## config.mk

```make
export PLATFORM = sky130hd
export DESIGN_NAME = uart_tx_cfg
export DESIGN_NICKNAME = d
export VERILOG_FILES = /design/src/rtl/uart_tx_cfg.sv
export SDC_FILE = /design/constraint.sdc
export NUM_CORES = 1
export LEC_CHECK = 0
export ABC_CLOCK_PERIOD_IN_PS = 2300
export BUFFER_PORTS_ARGS = -buffer_cell sky130_fd_sc_hd__clkbuf_2
export CORE_MARGIN = 1.5
export CORE_UTILIZATION = 55
export DETAILED_ROUTE_END_ITERATION = 8
export HOLD_SLACK_MARGIN = 0.02
export PLACE_DENSITY_LB_ADDON = 0.08
export SETUP_SLACK_MARGIN = 0.15
export SLEW_MARGIN = 10
export SYNTH_ARGS = -nofsm -noshare
export SYNTH_HDL_FRONTEND = slang
export SYNTH_SLANG_ARGS = --single-unit
```

## constraint.sdc

```tcl
create_clock -name i_clk -period 2.3 [get_ports i_clk]
set_clock_uncertainty 0.05 [all_clocks]
set_input_delay 0.115 -clock i_clk [delete_from_list [all_inputs] [get_ports i_clk]]
set_output_delay 0.115 -clock i_clk [all_outputs]
set_load 0.03 [all_outputs]
```

## src/rtl/uart_tx_cfg.sv

```systemverilog
// rtl/uart_tx_cfg.sv - configurable UART transmitter (DBIT data, run-time parity and stop count)
module uart_tx_cfg #(
    parameter int DBIT       = 8,
    parameter int OVERSAMPLE = 16,
    parameter int SB_TICK    = 16
) (
    input  logic            i_clk,
    input  logic            i_reset,
    input  logic            i_s_tick,
    input  logic            i_tx_start,
    input  logic [DBIT-1:0] i_din,
    input  logic [1:0]      i_par_mode,
    input  logic            i_two_stop,
    output logic            o_busy,
    output logic            o_tx_done_tick,
    output logic            o_tx
);

    // Tick counter must reach both the bit-end count and the two-stop-bit count.
    localparam int SW_OS = (OVERSAMPLE > 1) ? $clog2(OVERSAMPLE) : 1;
    localparam int SW_SB = (2 * SB_TICK > 1) ? $clog2(2 * SB_TICK) : 1;
    localparam int SW    = (SW_OS > SW_SB) ? SW_OS : SW_SB;
    localparam int NW    = (DBIT > 1) ? $clog2(DBIT) : 1;

    localparam logic [SW-1:0] OS_LAST  = SW'(OVERSAMPLE - 1);
    localparam logic [SW-1:0] SB1_LAST = SW'(SB_TICK - 1);
    localparam logic [SW-1:0] SB2_LAST = SW'(2 * SB_TICK - 1);
    localparam logic [NW-1:0] N_LAST   = NW'(DBIT - 1);

    typedef enum logic [2:0] {
        IDLE   = 3'd0,
        START  = 3'd1,
        DATA   = 3'd2,
        PARITY = 3'd3,
        STOP   = 3'd4
    } state_t;

    state_t          r_state;
    logic [SW-1:0]   r_s;
    logic [NW-1:0]   r_n;
    logic [DBIT-1:0] r_shift;
    logic            r_par_bit;
    logic            r_par_en;
    logic            r_two_stop;
    logic            r_tx;
    logic            r_busy;
    logic            r_done;

    state_t          w_state_next;
    logic [SW-1:0]   w_s_next;
    logic [NW-1:0]   w_n_next;
    logic [DBIT-1:0] w_shift_next;
    logic            w_par_bit_next;
    logic            w_par_en_next;
    logic            w_two_stop_next;
    logic            w_tx_next;
    logic            w_busy_next;
    logic            w_done_next;

    logic [DBIT-1:0] w_shift_sh;
    logic            w_bit_end;
    logic            w_stop_end;

    assign w_shift_sh = r_shift >> 1;
    assign w_bit_end  = i_s_tick && (r_s == OS_LAST);
    assign w_stop_end = i_s_tick && (r_two_stop ? (r_s == SB2_LAST) : (r_s == SB1_LAST));

    // State and datapath registers; reset aborts any frame without a done pulse.
    always_ff @(posedge i_clk) begin
        if (i_reset) begin
            r_state    <= IDLE;
            r_s        <= '0;
            r_n        <= '0;
            r_shift    <= '0;
            r_par_bit  <= 1'b0;
            r_par_en   <= 1'b0;
            r_two_stop <= 1'b0;
            r_tx       <= 1'b1;
            r_busy     <= 1'b0;
            r_done     <= 1'b0;
        end else begin
            r_state    <= w_state_next;
            r_s        <= w_s_next;
            r_n        <= w_n_next;
            r_shift    <= w_shift_next;
            r_par_bit  <= w_par_bit_next;
            r_par_en   <= w_par_en_next;
            r_two_stop <= w_two_stop_next;
            r_tx       <= w_tx_next;
            r_busy     <= w_busy_next;
            r_done     <= w_done_next;
        end
    end

    // Next-state logic; o_tx is computed one edge early so it changes on state entry.
    always_comb begin
        w_state_next    = r_state;
        w_s_next        = r_s;
        w_n_next        = r_n;
        w_shift_next    = r_shift;
        w_par_bit_next  = r_par_bit;
        w_par_en_next   = r_par_en;
        w_two_stop_next = r_two_stop;
        w_tx_next       = r_tx;
        w_busy_next     = r_busy;
        w_done_next     = 1'b0;

        case (r_state)
            IDLE: begin
                w_tx_next   = 1'b1;
                w_busy_next = 1'b0;
                if (i_tx_start) begin
                    w_state_next    = START;
                    w_s_next        = '0;
                    w_n_next        = '0;
                    w_shift_next    = i_din;
                    // Parity is taken from the accepted word, never the shifting copy.
                    w_par_bit_next  = (^i_din) ^ (i_par_mode == 2'b10);
                    w_par_en_next   = (i_par_mode == 2'b01) || (i_par_mode == 2'b10);
                    w_two_stop_next = i_two_stop;
                    w_tx_next       = 1'b0;
                    w_busy_next     = 1'b1;
                end
            end
            START: begin
                if (w_bit_end) begin
                    w_s_next     = '0;
                    w_state_next = DATA;
                    w_tx_next    = r_shift[0];
                end else if (i_s_tick) begin
                    w_s_next = r_s + 1'b1;
                end
            end
            DATA: begin
                if (w_bit_end) begin
                    w_s_next     = '0;
                    w_shift_next = w_shift_sh;
                    if (r_n == N_LAST) begin
                        if (r_par_en) begin
                            w_state_next = PARITY;
                            w_tx_next    = r_par_bit;
                        end else begin
                            w_state_next = STOP;
                            w_tx_next    = 1'b1;
                        end
                    end else begin
                        w_n_next  = r_n + 1'b1;
                        w_tx_next = w_shift_sh[0];
                    end
                end else if (i_s_tick) begin
                    w_s_next = r_s + 1'b1;
                end
            end
            PARITY: begin
                if (w_bit_end) begin
                    w_s_next     = '0;
                    w_state_next = STOP;
                    w_tx_next    = 1'b1;
                end else if (i_s_tick) begin
                    w_s_next = r_s + 1'b1;
                end
            end
            STOP: begin
                if (w_stop_end) begin
                    w_s_next     = '0;
                    w_state_next = IDLE;
                    w_tx_next    = 1'b1;
                    w_busy_next  = 1'b0;
                    w_done_next  = 1'b1;
                end else if (i_s_tick) begin
                    w_s_next = r_s + 1'b1;
                end
            end
            default: begin
                w_state_next = IDLE;
                w_tx_next    = 1'b1;
                w_busy_next  = 1'b0;
            end
        endcase
    end

    assign o_tx           = r_tx;
    assign o_busy         = r_busy;
    assign o_tx_done_tick = r_done;

endmodule

```

==> qor.yml, run 1 <==
synth:
  netlist_area_sq_mm: 0.00141
  ys_seq_elements: 25
  ys_seq_area_frac: 0.355
  syn-instance-count: 155
  synth_async_sr_flop_share: 0
  syn_nets: 176
  yosys_most_used_dff: "dfxtp_1"
  avgSynthCellArea_sq_um: 9.09
  synth_edf_count: 0
  yosysUniqueCellTypes: 46
  yosys_warnings: 0
power_and_ir_drop:
  p_total_w: 0.000809
  seq_power_share: 0.586
  clkPwrFrac: 0.234
  p_int_w: 0.000596
  p_leak_nw: 0.681
  cellPowerDensity_mw_per_mm2: 516
  combPwrFrac: 0.180
  peakVddDrop_mv: 0.349
  swShare: 0.264
  p_switching_w: 0.000214
die:
  initial_utilization: 0.574
  die_area_sq_mm: 0.00287
  core_sq_mm: 0.00245
  die_width_um: 53.6
  fp.dieH_um: 53.6
  io_pins: 18
  fp-row-count: 18
hold_path:
  hp-start: "i_par_mode[1]"
  hold_class: "input pin to flop"
  hold_end: "r_par_en$_SDFFE_PP0P_"
  holdPathStages: 3
critical_path:
  critPathKind: "flop to flop"
  crit_arrival_ns: 2.12
  crit_family: "compound AO/OA/AOI/OAI gates"
  ff2ff_path_depth: 7
  cp_max_fo: 5
  crit_chain: "ha_1 > and3_1 > ha_1 > nand2_1 > o21a_1 > o211ai_1 > nor2_1"
  startpoint_type: "flop"
  r2r-end: "r_s[1]$_SDFFE_PP0P_"
  cp.required_ns: 2.45
  crit_top_cell: "ha_1"
  r2r-start: "r_s[0]$_SDFFE_PP0P_"
  cpPeakStageDelay_ns: 0.39
  crit_path_end_kind: "flop"
  critPathSlowestCell: "dfxtp_1"
  crit_buf_inv: 0
  reg2reg_setup_slack_ns: 0.33
routing:
  drt-initial-drc-count: 24
  num_vias: 1225
  wl_per_cell_um: 13.5
  drt-total-wl_um: 2750
  drc: 0
  ant_nets: 0
  drtPass1Iterations: 4
  vias_per_cell: 6.03
final_layout:
  syn_to_final_growth_pct: 11.3
  layout.nets: 195
  fin_area_sq_mm: 0.00157
  fin_util: 0.639
  antennaDiodeCount: 0
  drive_gt1_frac: 0.197
grt:
  grt_pass1_wl_um: 4770
  grt_overflow: 0
  gr-max-usage-layer: "met2"
  grt_pass1_vias: 1146
  use_met1: 0.287
  gr-usage-met3: 0.0333
  use_met2: 0.379
  track_usage: 0.225
  antenna_found_initial: 0
  grt_start_max_net_pins: 22
sta:
  rsz0062_at_grt: "false"
  slew-limit-headroom: 0.631
  final-hold-violation-count: 0
  min_period_over_period: 0.856
  finalCriticalPeriod_ns: 1.97
  final-setup-viol-count: 0
  worst_pin_slew_ns: 0.549
  fin_hold_ws_ns: 0.0350
  timing.final.max_slew_violations: 0
  fin_tns_setup_ns: 0
  fmax_mhz: 508
clock_network:
  clk_latency_ns: 0.31
  cts_resized: 0
  cts_tree: "done"
  htreeDepth: 1
  clock_sinks: 25
  clk_pin_slew_ns: 0.13
  cts_made_buffers: 3
  cts_max_path_buffers: 2
  cts-root-buf: "clkbuf_4"
placed_design:
  post_dp_cell_area_sq_mm: 0.00149
  globalplace.congestion: 0.849
  numPortBuffers: 17
  hpwl_um: 2040
run:
  cap_violations: 0
status:
  status: "finished, final reports clean"
## power groups by stage
stage / sequential (W) / clock (W) / combinational [W]
final: 0.000474 / 0.000190 / 0.000146
after global routing: 0.000477 / 0.000213 / 0.000161
after CTS: 0.000474 / 0.000200 / 0.000138
after detailed placement: 0.000483 / 0 / 0.000135
after global placement: 0.000483 / 0 / 0.000130
after floorplan: 0.000482 / 0 / 0.000101
## cells by family (layout without fill, tap and decap cells)
group / Yosys count / in the layout / synth area share
DFF: 25 / 25 / 0.355
muxes: 10 / 10 / 0.0719
and+or+nand+nor: 53 / 53 / 0.200
xor gates and xnor gates: 8 / 8 / 0.0595
buffers and inverters: 14 / 32 / 0.0506
AOI/OAI and AO/OA: 39 / 39 / 0.210
adders and majority gates: 6 / 6 / 0.0533
## placed cells by master, fill, tap and decap left out, drive strengths merged, types with 5 or more instances in the layout
cell / n
nand2: 7
mux2i: 9
ha: 6
dfxtp: 25
a211oi: 11
o21ai: 5
nor2: 19
a21oi: 8
inv: 5
clkbuf: 21
## worst max path at each step
stage                     cells after the start                      end                start  slack (ns)
after floorplan                               7  r_state[0]$_SDFFE_PP0P_  r_s[0]$_SDFFE_PP0P_        0.51
after global placement                        7      r_s[1]$_SDFFE_PP0P_  r_s[0]$_SDFFE_PP0P_        0.42
after detailed placement                      7  r_shift[3]$_SDFFE_PP0P_  r_s[0]$_SDFFE_PP0P_        0.31
after CTS                                     7  r_shift[3]$_SDFFE_PP0P_  r_s[0]$_SDFFE_PP0P_        0.28
after global routing                          7      r_n[0]$_SDFFE_PP0P_  r_s[0]$_SDFFE_PP0P_        0.15
final                                         7      r_s[1]$_SDFFE_PP0P_  r_s[0]$_SDFFE_PP0P_        0.33
## flip-flops by register name (all words and copies together) (netlist names), 3 cells and up
name	count
r_state	3
r_n	3
r_s	5
r_shift	8
## per-stage QoR
step | std cells | setup slack [ns]
6_report | 203 | 0.332
5_1_grt | 203 | 0.154
4_1_cts | 201 | 0.284
3_5_place_dp | 195 | 0.310
3_3_place_gp | 195 | 0.416
2_1_floorplan | 155 | 0.512
## worst reg2reg max path, cell delays in order (launching register included)
cell	delay [ns]
dfxtp_1	0.39
ha_1	0.19
and3_1	0.19
ha_1	0.24
nand2_1	0.17
o21a_1	0.22
o211ai_1	0.33
nor2_1	0.09
## synth_stat cells, types with 2 or more instances
library cell / instances / area, sq um
dfxtp_1: 25 / 500
nor2_1: 19 / 71.3
mux2i_1: 9 / 90.1
a211oi_1: 8 / 60.1
a21oi_1: 8 / 40.0
nand2_1: 7 / 26.3
clkbuf_1: 6 / 22.5
ha_1: 6 / 75.1
inv_1: 5 / 18.8
nand3_1: 4 / 20.0
nor3_1: 4 / 20.0
o21ai_0: 4 / 20.0
xor2_1: 4 / 35.0
a211oi_2: 3 / 37.5
nand2b_1: 3 / 18.8
xnor2_1: 3 / 26.3
a22oi_1: 2 / 15.0
buf_6: 2 / 22.5
nand4_1: 2 / 12.5
nand4b_1: 2 / 17.5
o211ai_1: 2 / 15.0
o21a_1: 2 / 15.0
or3b_2: 2 / 17.5
## timing repair
action / 4_1_cts / 5_1_grt
endpoints found under the setup margin: 0 / 5
hold buffers: 2 / 0
hold endpoints to repair: 2 / 0
setup buffers: 0 / 2
## metal layers
| metal | up-vias | part of all wire | routed length [um] |
|---|---|---|---|
| met5 | - | 0 | 0 |
| met4 | 0 | 0.014 | 39 |
| met3 | 4 | 0.042 | 116 |
| met2 | 31 | 0.48 | 1330 |
| met1 | 589 | 0.46 | 1260 |
| li1 | 601 | - | - |
## area by class of cell
type / count / area (sq um)
sequential: 25 / 500
multi-input combinational: 116 / 837
tap: 30 / 37.5
fill: 223 / 887
timing repair buffer: 23 / 148
clock buffer: 4 / 26.3
inverter: 5 / 18.8
Note: power is estimated with default switching activity, not from simulation.
==> inputs of run 2 (changes only) <==
--- a/config.mk
+++ b/config.mk
@@ -12,6 +12,7 @@
 export DETAILED_ROUTE_END_ITERATION = 8
 export HOLD_SLACK_MARGIN = 0.02
 export PLACE_DENSITY_LB_ADDON = 0.08
+export REMOVE_ABC_BUFFERS = 1
 export SETUP_SLACK_MARGIN = 0.15
 export SLEW_MARGIN = 10
 export SYNTH_ARGS = -nofsm -noshare
==> run 2 against run 1 <==
Against the previous run: worst setup slack better by 0.027 ns; largest cell class unchanged; sequential cell count stayed put; combinational power hardly changed; fmax is 1.4% higher; routed wire length is 4.4% higher; count of clock-buffer cells in the layout stayed put; sequential share of layout area is 0.051 points lower; register-to-register slack better by 0.03 ns; cell count is 0.99% higher; critical path depth is 1 lower; core utilization is 0.10 points higher; power is 0.58% higher.
==> qor.yml, run 2 (same netlist as run 1, synthesis figures left out) <==
grt:
  track_usage: 0.233  # was 0.225
  antenna_found_initial: 0  # unchanged
  grt_start_max_net_pins: 22  # unchanged
  grt_pass1_wl_um: 4900  # was 4770 um
  grt_overflow: 0  # unchanged
  grt_pass1_vias: 1122  # was 1146
final_layout:
  num-fill-cells: 225  # was 223
  top_register: "r_shift"  # unchanged
  drive_gt1_frac: 0.206  # was 0.197
  antennaDiodeCount: 0  # unchanged
  multiInputGateArea_sq_um: 837  # unchanged
  final_cell_mix: "dfxtp_1 (25), nor2_1 (19), clkbuf_2 (17)"  # unchanged
  largest_register_ffs: 8  # unchanged
  final_common_cell: "dfxtp_1"  # unchanged
  syn_to_final_growth_pct: 11.5  # was 11.3%
  register_area_sq_um: 500  # unchanged
  layout.nets: 197  # was 195
  top_regs: "r_shift (8), r_s (5)"  # unchanged
routing:
  vias_per_cell: 5.83  # was 6.03
  num_vias: 1195  # was 1225
  ant_nets: 0  # unchanged
  drt-initial-drc-count: 26  # was 24
  drt-total-wl_um: 2870  # was 2750 um
  drc: 0  # unchanged
  drtPass1Iterations: 4  # unchanged
  wl_per_cell_um: 14.0  # was 13.5 um
critical_path:
  r2r-end: "r_state[1]$_SDFFE_PP0P_"  # was r_s[1]$_SDFFE_PP0P_
  cp_max_fo: 5  # unchanged
  ff2ff_path_depth: 6  # was 7
  reg2reg_setup_slack_ns: 0.36  # was 0.33 ns
  r2r-start: "r_s[0]$_SDFFE_PP0P_"  # unchanged
  cp.required_ns: 2.45  # about the same
  crit_arrival_ns: 2.09  # was 2.12 ns
  startpoint_type: "flop"  # unchanged
  critPathKind: "flop to flop"  # unchanged
  crit_path_end_kind: "flop"  # unchanged
die:
  die_width_um: 53.6  # unchanged
  io_pins: 18  # unchanged
  core_sq_mm: 0.00245  # unchanged
  initial_utilization: 0.574  # unchanged
  fp-row-count: 18  # unchanged
  fp.dieH_um: 53.6  # unchanged
  die_area_sq_mm: 0.00287  # unchanged
sta:
  finalCriticalPeriod_ns: 1.94  # was 1.97 ns
  fin_hold_ws_ns: 0.0353  # was 0.0350 ns
  worst_pin_slew_ns: 0.508  # was 0.549 ns
  min_period_over_period: 0.844  # was 0.856
  timing.final.max_slew_violations: 0  # unchanged
  fmax_mhz: 515  # was 508 MHz
  fin_tns_setup_ns: 0  # unchanged
  final-setup-viol-count: 0  # unchanged
  rsz0062_at_grt: "false"  # unchanged
  slew-limit-headroom: 0.661  # was 0.631
  final-hold-violation-count: 0  # unchanged
run:
  cap_violations: 0  # unchanged
clock_network:
  clk_latency_ns: 0.31  # about the same
  cts-root-buf: "clkbuf_4"  # unchanged
  cts_made_buffers: 3  # unchanged
  htreeDepth: 1  # unchanged
  cts_max_path_buffers: 2  # unchanged
  cts_tree: "done"  # unchanged
  clk_pin_slew_ns: 0.13  # about the same
  clock_sinks: 25  # unchanged
hold_path:
  hold_class: "input pin to flop"  # unchanged
  hp-start: "i_par_mode[1]"  # unchanged
  hold_end: "r_par_en$_SDFFE_PP0P_"  # unchanged
  holdPathStages: 3  # unchanged
status:
  status: "finished, final reports clean"  # unchanged
power_and_ir_drop:
  cellPowerDensity_mw_per_mm2: 518  # was 516 mW/mm^2
  p_leak_nw: 0.686  # was 0.681 nW
  peakVddDrop_mv: 0.389  # was 0.349 mV
placed_design:
  numPortBuffers: 17  # unchanged
  hpwl_um: 2060  # was 2040 um
  globalplace.congestion: 0.891  # was 0.849
## run 2: worst max path at each step
stage	startpoint	endpoint	slack, ns
5_1_grt	r_s[0]$_SDFFE_PP0P_	r_shift[4]$_SDFFE_PP0P_	0.20
2_1_floorplan	r_state[1]$_SDFFE_PP0P_	r_shift[0]$_SDFFE_PP0P_	0.44
6_report	r_s[0]$_SDFFE_PP0P_	r_state[1]$_SDFFE_PP0P_	0.36
3_3_place_gp	r_s[0]$_SDFFE_PP0P_	r_state[0]$_SDFFE_PP0P_	0.43
4_1_cts	r_s[0]$_SDFFE_PP0P_	r_shift[2]$_SDFFE_PP0P_	0.25
3_5_place_dp	r_s[0]$_SDFFE_PP0P_	r_shift[2]$_SDFFE_PP0P_	0.29
## run 2: layer usage
metal / wire [um] / track usage / vias up / part of all wire
met3: 66 / 0.0250 / 2 / 0.023
li1: - / - / 607 / -
met4: 13 / 0.0641 / 0 / 0.0045
met1: 1330 / 0.302 / 568 / 0.46
met5: 0 / 0 / - / 0
met2: 1450 / 0.409 / 18 / 0.51
## run 2: power by group
| part | total, W | leakage (nW) | switching (W) | internal, W |
|---|---|---|---|---|
| sequential | 0.000475 | 0.205 | 0.0000185 | 0.000457 |
| combinational | 0.000145 | 0.467 | 0.0000742 | 0.0000711 |
| clock | 0.000194 | 0.0150 | 0.000126 | 0.0000677 |
## run 2: layout make-up
type	instances	area share
multi-input combinational	116	0.533
tap	30	0.0239
clock buffer	4	0.0167
sequential	25	0.319
timing repair buffer	25	0.0956
inverter	5	0.0120
## run 2: through the flow
stage	utilization	instances	power, W	setup WS, ns	instance area [sq um]
6_report	0.640	205	0.000814	0.359	1570
5_1_grt	0.640	205	0.000862	0.202	1570
4_1_cts	0.627	201	0.000816	0.252	1540
2_1_floorplan	-	146	0.000573	0.435	1360
3_5_place_dp	0.609	195	0.000619	0.293	1490
3_3_place_gp	0.609	195	0.000613	0.427	1490
## run 2: worst max-delay path, cell delays in order (launching register included)
cell,delay [ns]
dfxtp_1,0.36
ha_1,0.21
and3_1,0.20
ha_1,0.23
and2_1,0.23
o21a_1,0.15
a2111oi_0,0.41
## run 2: timing repair
| action | 4_1_cts | 5_1_grt |
|---|---|---|
| endpoints found under the hold margin | 2 | 0 |
| setup endpoints to repair | 0 | 9 |
| setup buffers | 0 | 4 |
| gates resized for setup | 0 | 0 |
| hold buffers | 2 | 0 |
==> inputs of run 3 (changes only) <==
--- a/config.mk
+++ b/config.mk
@@ -5,10 +5,11 @@
 export SDC_FILE = /design/constraint.sdc
 export NUM_CORES = 1
 export LEC_CHECK = 0
-export ABC_CLOCK_PERIOD_IN_PS = 2300
+export ABC_AREA = 1
+export ABC_CLOCK_PERIOD_IN_PS = 1700
 export BUFFER_PORTS_ARGS = -buffer_cell sky130_fd_sc_hd__clkbuf_2
 export CORE_MARGIN = 1.5
-export CORE_UTILIZATION = 55
+export CORE_UTILIZATION = 51
 export DETAILED_ROUTE_END_ITERATION = 8
 export HOLD_SLACK_MARGIN = 0.02
 export PLACE_DENSITY_LB_ADDON = 0.08
==> constraint.sdc (replaced) <==
create_clock -name i_clk -period 1.7 [get_ports i_clk]
set_clock_uncertainty 0.05 [all_clocks]
set_input_delay 0.085 -clock i_clk [delete_from_list [all_inputs] [get_ports i_clk]]
set_output_delay 0.085 -clock i_clk [all_outputs]
set_load 0.03 [all_outputs]
==> run 3 against run 2 <==
Against the previous run: largest power group is now combinational cells; die area grew 12%; core utilization rose by 5.0 points; routed wire length is 13% higher; cell count up 38%; count of clock-buffer cells in the layout fell by 1; largest cell class unchanged; clock power is 38% higher; critical endpoint is now r_state[2]$_SDFFE_PP0P_.
==> qor.yml, run 3 <==
status:
  status: "finished, final reports clean"  # unchanged
synth:
  ys_seq_elements: 25  # unchanged
  yosys_warnings: 0  # unchanged
  yosys_most_used_dff: "dfxtp_1"  # unchanged
  yosysUniqueCellTypes: 27  # was 46
  synth_most_common_cell: "nand2_1"  # was dfxtp_1
  synth_edf_count: 0  # unchanged
  synth_top_cell_by_area: "dfxtp_1"  # unchanged
  synth_common_cells: "nand2_1 (56), inv_1 (28), dfxtp_1 (25)"  # was dfxtp_1 (25), nor2_1 (19), mux2i_1 (9)
  synth_async_sr_flop_share: 0  # unchanged
  ys_seq_area_frac: 0.340  # was 0.355
  netlist_area_sq_mm: 0.00147  # was 0.00141 sq mm
  synth_top_area_frac: 0.340  # was 0.355
  avgSynthCellArea_sq_um: 6.70  # was 9.09 sq um
  synth.area.top_cells: "dfxtp_1 (34%), nand2_1 (14%), inv_1 (7.1%)"  # was dfxtp_1 (36%), mux2i_1 (6.4%), ha_1 (5.3%)
  syn-instance-count: 220  # was 155
power_and_ir_drop:
  p_total_w: 0.00230  # was 0.000814 W
  p_leak_nw: 0.894  # was 0.686 nW
  peakVddDrop_mv: 0.923  # was 0.389 mV
  cellPowerDensity_mw_per_mm2: 1210  # was 518 mW/mm^2
grt:
  grt_start_max_net_pins: 16  # was 22
  grt_pass1_vias: 1350  # was 1122
  antenna_found_initial: 0  # unchanged
  grt_overflow: 0  # unchanged
  track_usage: 0.214  # was 0.233
  grt_pass1_wl_um: 5560  # was 4900 um
critical_path:
  cp_max_fo: 5  # unchanged
  crit_path_end_kind: "flop"  # unchanged
  startpoint_type: "flop"  # unchanged
  critPathKind: "flop to flop"  # unchanged
  cp.required_ns: 1.91  # was 2.45 ns
  r2r-end: "r_state[2]$_SDFFE_PP0P_"  # was r_state[1]$_SDFFE_PP0P_
  crit_arrival_ns: 1.87  # was 2.09 ns
  r2r-start: "r_s[0]$_SDFFE_PP0P_"  # unchanged
  ff2ff_path_depth: 12  # was 6
  reg2reg_setup_slack_ns: 0.04  # was 0.36 ns
final_layout:
  antennaDiodeCount: 0  # unchanged
  final_cell_mix: "nand2_1 (49), inv_1 (26), dfxtp_1 (23)"  # was dfxtp_1 (25), nor2_1 (19), clkbuf_2 (17)
  largest_register_ffs: 8  # unchanged
  syn_to_final_growth_pct: 29.1  # was 11.5%
  layout.nets: 273  # was 197
  top_regs: "r_shift (8), r_s (5)"  # unchanged
  top_register: "r_shift"  # unchanged
  num-fill-cells: 243  # was 225
  fin_area_sq_mm: 0.00190  # was 0.00157 sq mm
  final_common_cell: "nand2_1"  # was dfxtp_1
  drive_gt1_frac: 0.283  # was 0.206
die:
  fp-row-count: 19  # was 18
  core_sq_mm: 0.00276  # was 0.00245 sq mm
  io_pins: 18  # unchanged
  fp.dieH_um: 56.8  # was 53.6 um
  initial_utilization: 0.534  # was 0.574
  die_area_sq_mm: 0.00322  # was 0.00287 sq mm
  die_width_um: 56.8  # was 53.6 um
routing:
  wl_per_cell_um: 11.5  # was 14.0 um
  num_vias: 1479  # was 1195
  drc: 0  # unchanged
  drtPass1Iterations: 4  # unchanged
  ant_nets: 0  # unchanged
  vias_per_cell: 5.24  # was 5.83
  drt-total-wl_um: 3260  # was 2870 um
  drt-initial-drc-count: 61  # was 26
clock_network:
  cts_made_buffers: 3  # unchanged
  htreeDepth: 1  # unchanged
  cts_max_path_buffers: 2  # unchanged
  clk_pin_slew_ns: 0.14  # was 0.13 ns
  cts-root-buf: "clkbuf_4"  # unchanged
  clk_latency_ns: 0.32  # was 0.31 ns
  clock_sinks: 25  # unchanged
  cts_tree: "done"  # unchanged
sta:
  fmax_mhz: 604  # was 515 MHz
  worst_pin_slew_ns: 0.439  # was 0.508 ns
  finalCriticalPeriod_ns: 1.66  # was 1.94 ns
  final-hold-violation-count: 0  # unchanged
  setup_slack_ns: 0.0442  # was 0.359 ns
  timing.final.max_slew_violations: 0  # unchanged
  final-setup-viol-count: 0  # unchanged
  rsz0062_at_grt: "true"  # was false
  slew-limit-headroom: 0.707  # was 0.661
  min_period_over_period: 0.974  # was 0.844
placed_design:
  numPortBuffers: 17  # unchanged
  place_worst_setup_slack_ns: -0.0982  # was 0.293 ns
  globalplace.congestion: 0.828  # was 0.891
  hpwl_um: 2330  # was 2060 um
  post_dp_cell_area_sq_mm: 0.00161  # was 0.00149 sq mm
hold_path:
  hold_class: "input pin to flop"  # unchanged
  hold_end: "r_par_en$_SDFFE_PP0P_"  # unchanged
  hp-start: "i_par_mode[0]"  # was i_par_mode[1]
  holdPathStages: 4  # was 3
run:
  cap_violations: 0  # unchanged
## run 3: cell types whose count changed after synthesis, moves of 7 or more
cell | previous run | this run
a211oi_1 | 8 | 0
a21oi_1 | 8 | 15
inv_1 | 5 | 28
mux2i_1 | 9 | 0
nand2_1 | 7 | 56
nand3_1 | 4 | 18
o21ai_0 | 4 | 16
## run 3: worst max path at each step
stage,start,end,depth (start not counted)
finish,r_s[0]$_SDFFE_PP0P_,r_state[2]$_SDFFE_PP0P_,12
global route,r_s[0]$_SDFFE_PP0P_,r_state[0]$_SDFFE_PP0P_,12
CTS,r_s[1]$_SDFFE_PP0P_,r_state[0]$_SDFFE_PP0P_,12
detailed placement,r_s[1]$_SDFFE_PP0P_,r_state[2]$_SDFFE_PP0P_,12
global placement,r_s[0]$_SDFFE_PP0P_,r_shift[1]$_SDFFE_PP0P_,10
floorplan,r_s[0]$_SDFFE_PP0P_,r_state[2]$_SDFFE_PP0P_,12
## run 3: per-layer routing
metal | part of all wire | track usage | vias up
met5 | 0 | 0 | -
met4 | 0.013 | 0.0797 | 0
met3 | 0.024 | 0.0276 | 4
met2 | 0.49 | 0.369 | 27
met1 | 0.48 | 0.272 | 679
li1 | - | - | 769
## run 3: final cells by class
cell class              count  area [sq um]  area share
multi-input cells         161          1000       0.526
flip-flops and latches     25           503       0.264
repair buffers             30           204       0.107
inverters                  31           129      0.0677
well taps                  31          38.8      0.0204
clock buffers               3          22.5      0.0118
clock inverters             1          5.00     0.00263
## run 3: critical path: stages, from the launching register on
cell and delay, ns:
dfxtp_2 0.38, ha_4 0.15, nand2_4 0.05, nor2_4 0.11, ha_2 0.18, inv_2 0.03
nand2_2 0.06, nand3_4 0.08, nand2_4 0.10, nand2_2 0.07, nor2_2 0.10, nand3_1 0.07
a21oi_1 0.14
## run 3: logic make-up after synthesis
logic type / count (synthesis) / share of synthesized area
flops: 25 / 0.340
simple gates: 113 / 0.356
compound gates: 38 / 0.143
buf+inv: 35 / 0.0925
fa+ha+maj: 6 / 0.0509
xor+xnor: 3 / 0.0178
## run 3: power breakdown
group / internal, W / switching, W
combinational: 0.000444 / 0.000763
sequential: 0.000726 / 0.000104
clock: 0.0000880 / 0.000179
total: 0.00126 / 0.00105
## run 3: through the flow
stage          TNS, ns  hold slack, ns  utilization  std cells
2_1_floorplan        0           0.104            -        216
3_3_place_gp         0           0.315        0.583        268
3_5_place_dp    -0.451           0.334        0.583        268
4_1_cts              0          0.0459        0.659        281
5_1_grt         -0.418          0.0870        0.690        282
6_report             0          0.0491        0.690        282
## run 3: timing repair
item                                    in CTS  in global routing
hold buffers                                 4                  0
setup buffers                                4                  1
endpoints found under the setup margin      21                 22
endpoints found under the hold margin        9                  0
cloned                                       1                  0
resized for setup                           26                 21
pin swaps                                   12                 10
